### src/rtl/seq_monitor.sv
// seq_monitor: locks onto the 8-code custom counter sequence, tracks the position,
// flags broken transitions and counts completed cycles. Purely an observer.
module seq_monitor #(
  parameter int unsigned LOCK_N = 4,  // correct transitions needed to lock, 1..15
  parameter int unsigned CNT_W  = 8   // width of err_cnt and cycle_cnt
) (
  input  logic             clk,
  input  logic             clr,
  input  logic             en,
  input  logic [3:0]       q,
  output logic             locked,
  output logic [2:0]       idx,
  output logic             err,
  output logic             illegal,
  output logic             wrap,
  output logic [CNT_W-1:0] err_cnt,
  output logic [CNT_W-1:0] cycle_cnt
);

  typedef enum logic [1:0] {
    StUnlocked,
    StAcquire,
    StLocked
  } state_e;

  localparam logic [3:0] LockTarget = 4'(LOCK_N);

  state_e     state_q;
  logic [3:0] acq_q;

  logic       q_legal;
  logic [2:0] q_idx;
  logic [2:0] idx_succ;
  logic [3:0] acq_inc;
  logic       step_ok;

  // Map the sampled code to its sequence position; 8 codes are not part of the cycle.
  always_comb begin
    q_legal = 1'b1;
    q_idx   = 3'd0;
    case (q)
      4'b0000: q_idx = 3'd0;
      4'b1101: q_idx = 3'd1;
      4'b1011: q_idx = 3'd2;
      4'b1001: q_idx = 3'd3;
      4'b0110: q_idx = 3'd4;
      4'b1100: q_idx = 3'd5;
      4'b0011: q_idx = 3'd6;
      4'b1111: q_idx = 3'd7;
      default: q_legal = 1'b0;
    endcase
  end

  // Successor wraps 7 -> 0 naturally in 3 bits; a repeated code is never a successor.
  assign idx_succ = idx + 3'd1;
  assign acq_inc  = acq_q + 4'd1;
  assign step_ok  = q_legal && (q_idx == idx_succ);

  // Lock FSM with all outputs registered; pulses default low every cycle.
  always_ff @(posedge clk or negedge clr) begin
    if (!clr) begin
      state_q   <= StUnlocked;
      acq_q     <= 4'd0;
      idx       <= 3'd0;
      locked    <= 1'b0;
      err       <= 1'b0;
      illegal   <= 1'b0;
      wrap      <= 1'b0;
      err_cnt   <= '0;
      cycle_cnt <= '0;
    end else begin
      err     <= 1'b0;
      illegal <= 1'b0;
      wrap    <= 1'b0;
      if (en) begin
        case (state_q)
          StUnlocked: begin
            if (q_legal) begin
              idx     <= q_idx;
              acq_q   <= 4'd0;
              state_q <= StAcquire;
            end else begin
              illegal <= 1'b1;
            end
          end
          StAcquire: begin
            if (step_ok) begin
              idx   <= idx_succ;
              acq_q <= acq_inc;
              // The locking transition itself never reports a wrap.
              if (acq_inc == LockTarget) begin
                state_q <= StLocked;
                locked  <= 1'b1;
              end
            end else if (q_legal) begin
              idx   <= q_idx;
              acq_q <= 4'd0;
            end else begin
              state_q <= StUnlocked;
              illegal <= 1'b1;
            end
          end
          StLocked: begin
            if (step_ok) begin
              idx <= idx_succ;
              if (idx == 3'd7) begin
                wrap      <= 1'b1;
                cycle_cnt <= cycle_cnt + CNT_W'(1);
              end
            end else begin
              err    <= 1'b1;
              locked <= 1'b0;
              if (err_cnt != {CNT_W{1'b1}}) begin
                err_cnt <= err_cnt + CNT_W'(1);
              end
              if (q_legal) begin
                idx     <= q_idx;
                acq_q   <= 4'd0;
                state_q <= StAcquire;
              end else begin
                state_q <= StUnlocked;
                illegal <= 1'b1;
              end
            end
          end
          default: begin
            state_q <= StUnlocked;
            locked  <= 1'b0;
          end
        endcase
      end
    end
  end

endmodule

### config.mk
export PLATFORM = sky130hd
export DESIGN_NAME = seq_monitor
export DESIGN_NICKNAME = d
export VERILOG_FILES = /design/src/rtl/seq_monitor.sv
export SDC_FILE = /design/constraint.sdc
export NUM_CORES = 1
export LEC_CHECK = 0
export CAP_MARGIN = 0
export CORE_MARGIN = 5
export CORE_UTILIZATION = 50
export CTS_CLUSTER_SIZE = 16
export DETAILED_ROUTE_END_ITERATION = 16
export GPL_ROUTABILITY_DRIVEN = 0
export GPL_TIMING_DRIVEN = 0
export PLACE_DENSITY = 0.83
export SLEW_MARGIN = 15
export SYNTH_ARGS = -nofsm -noshare
export SYNTH_HDL_FRONTEND = slang
export SYNTH_SLANG_ARGS = --single-unit
### constraint.sdc
create_clock -name clk -period 5.4 [get_ports clk]
set_clock_uncertainty 0.05 [all_clocks]
set_input_delay 1.62 -clock clk [delete_from_list [all_inputs] [get_ports clk]]
set_output_delay 1.62 -clock clk [all_outputs]
set_load 0.05 [all_outputs]
==> impl_metrics.py <==
metrics = {
    "outcome": {
        "status": "finished clean",
    },
    "detailed_routing": {
        "wl_per_cell_um": 14.0,
        "postRouteAntennaNets": 0,
        "vias": 1341,
        "via_per_inst": 5.47,
        "route.detailed.drc": 0,
        "drt-total-wl_mm": 3.43,
        "firstDrtPassIters": 4,
        "drt_iter0_markers": 115,
    },
    "setup_path": {
        "cp_num_buf_inv": 2,
        "crit_path_start_kind": "primary input",
        "crit_family": "compound AO/OA/AOI/OAI gates",
        "r2r_slack_ns": 2.66,
        "end_kind": "flip-flop",
        "crit_cells": 7,
        "endpoint": "err_cnt[1]$_DFFE_PN0P_",
        "crit_path_max_incr_delay_ns": 0.55,
        "arrival_ns": 4.06,
        "crit_fanout": 10,
        "r2r_end": "err_cnt[1]$_DFFE_PN0P_",
        "crit_path_cell_trace": "clkdlybuf4s50_1 -> buf_2 -> nor3_1 -> o31ai_1 -> a211oi_4 -> a311oi_4 -> mux2_1",
        "worstPathRequired_ns": 5.58,
        "crit_start": "q[0]",
        "worstRegToRegCells": 6,
        "crit_slowest_cell": "clkdlybuf4s50_1",
        "critPathKind": "in2reg",
        "crit-reg2reg-launch": "idx[0]$_DFFE_PN0P_",
    },
    "logic_synthesis": {
        "synth_area_um2": 1710,
        "ys_types": 46,
        "syn-num-nets": 180,
        "synthFlopType": "dfrtp_1",
        "netlist.area_leader.share_pct": 42.3,
        "synth-edff-count": 0,
        "synth_top_cell_by_area": "dfrtp_1",
        "async_reset_ff_share_pct": 100,
        "yosysMostFrequentCell": "dfrtp_1",
        "ys_ff_latch": 29,
        "synthCells": 164,
        "synth_seq_area_share_pct": 42.3,
        "avgSynthCellArea_um2": 10.5,
        "synth_common_cells": "dfrtp_1, nand2_1, nand3_1",
        "synthTopCellsByArea": "dfrtp_1, ha_1, xnor2_1",
        "yosysWarnings": 0,
    },
    "clock_network": {
        "holdBufCountCts": 0,
        "cts.sinks": 29,
        "cts_tree": "yes",
        "cts-resized-gates": 0,
        "clk_pin_slew_ns": 0.10,
        "clockBufferDepth": 2,
        "numCtsBuffers": 5,
        "htree_levels": 2,
        "postCtsSetupRepairBufs": 0,
        "clk_latency_ns": 0.33,
        "root_buffer": "clkbuf_4",
    },
    "global_routing": {
        "grt_start_max_net_pins": 30,
        "grt_pass1_vias": 1296,
        "grt_pass1_wl_mm": 5.80,
        "globalRouteTotalUtil_pct": 16.7,
        "antenna_found_initial": 0,
        "grt_overflow_total": 0,
    },
    "die": {
        "start_util_pct": 51.4,
        "core_um2": 3340,
        "die_x_um": 68.6,
        "num_rows": 21,
        "ios": 30,
        "dieArea_um2": 4700,
        "die_h_um": 68.6,
    },
    "sta": {
        "tightestPinTransition_ns": 0.623,
        "setup_slack_ns": 1.51,
        "fin_setup_tns_ns": 0,
        "fmax_mhz": 257,
        "finalHoldViolCount": 0,
        "setup_viol": 0,
        "fin_crit_ns": 3.89,
        "drv_slew": 0,
        "finalCritPeriodShare_pct": 72.0,
        "finalHoldWorstSlack_ns": 0.432,
        "rsz0062_at_grt": "false",
        "maxSlewHeadroom_pct": 58.4,
    },
    "cells_and_area": {
        "drive_gt1_share_pct": 11.6,
        "fill_cells": 275,
        "layout.nets": 214,
        "multi_input_comb_area_um2": 926,
        "area_growth_pct": 22.0,
        "fin_util_pct": 62.7,
        "seq_area_um2": 726,
        "final_area_um2": 2090,
        "instances_no_fill": 245,
        "n_antenna_cell": 0,
    },
    "power_and_ir_drop": {
        "p_per_area_nw_per_um2": 308,
        "irDropWorstVdd_mv": 0.227,
        "p_leak_nw": 0.978,
        "power.total_mw": 0.643,
    },
    "hold_path": {
        "hold_class": "reg2reg",
    },
    "placement": {
        "port_buffers": 27,
        "pre_cts_ws_ns": 1.16,
        "dpl_cell_area_um2": 2040,
        "hpwl_mm": 2.64,
        "dp_cells": 237,
    },
    "run": {
        "maxCapViolCount": 0,
    },
}
==> where the power goes <==
part	internal [mW]	switching, mW
Sequential	0.242	0.0267
Combinational	0.0938	0.153
Clock	0.0489	0.0793
==> how the worst min path moves through the flow <==
stage,from,slack [ns],cells after the start,to
after floorplan,acq_q[2]$_DFFE_PN0P_,0.44,1,acq_q[2]$_DFFE_PN0P_
after global placement,cycle_cnt[7]$_DFFE_PN0P_,0.41,1,cycle_cnt[7]$_DFFE_PN0P_
after detailed placement,cycle_cnt[7]$_DFFE_PN0P_,0.41,1,cycle_cnt[7]$_DFFE_PN0P_
after CTS,cycle_cnt[7]$_DFFE_PN0P_,0.43,1,cycle_cnt[7]$_DFFE_PN0P_
after global routing,cycle_cnt[7]$_DFFE_PN0P_,0.45,1,cycle_cnt[7]$_DFFE_PN0P_
final,cycle_cnt[7]$_DFFE_PN0P_,0.43,1,cycle_cnt[7]$_DFFE_PN0P_
==> flip-flops by register name, indices dropped and copies added, names as in the netlist <==
signal,flops
idx,3
illegal,1
err_cnt,8
locked,1
cycle_cnt,8
state_q,2
err,1
acq_q,4
wrap,1
==> cell usage in the layout (no fill, tap or decap), drive strengths merged, types with 6 or more instances in the layout <==
| master | count |
|---|---|
| ha | 9 |
| dfrtp | 29 |
| xnor2 | 10 |
| nor2 | 8 |
| a21oi | 7 |
| xor2 | 8 |
| clkbuf | 7 |
| inv | 6 |
| nand3 | 11 |
| clkdlybuf4s50 | 26 |
| nand2 | 16 |
==> cell type report <==
type | instances | area share (%)
Clock inverter | 3 | 0.837
Multi-Input combinational cell | 123 | 44.3
Tap cell | 46 | 2.75
Timing Repair Buffer | 27 | 12.7
Buffer | 6 | 1.91
Sequential cell | 29 | 34.7
Clock buffer | 5 | 1.79
Inverter | 6 | 1.08
==> worst register-to-register path, delay by kind of cell, from the launching register on <==
family	cells	cell delay [ns]
DFF	1	0.47
AOI/OAI and AO/OA	3	1.16
muxes	1	0.36
and+or+nand+nor	1	0.20
adders and majority gates	1	0.39
==> logic make-up (layout without fill, tap and decap cells) <==
group	count (synthesis)	after routing	synth area share [%]
AOI/OAI and AO/OA	31	31	14.7
xor gates and xnor gates	18	18	9.64
adders and majority gates	9	9	6.57
buffers and inverters	12	47	3.65
DFF	29	29	42.3
muxes	3	3	1.97
and+or+nand+nor	62	62	21.1
==> routing by layer <==
| layer | vias to the layer above | track usage, % | routed length, um |
|---|---|---|---|
| met1 | 650 | 20.6 | 1430 |
| li1 | 650 | - | - |
| met4 | 0 | 5.21 | 44 |
| met3 | 5 | 5.19 | 207 |
| met2 | 36 | 27.9 | 1750 |
| met5 | - | 0 | 0 |
(Power assumes the default switching activity.)
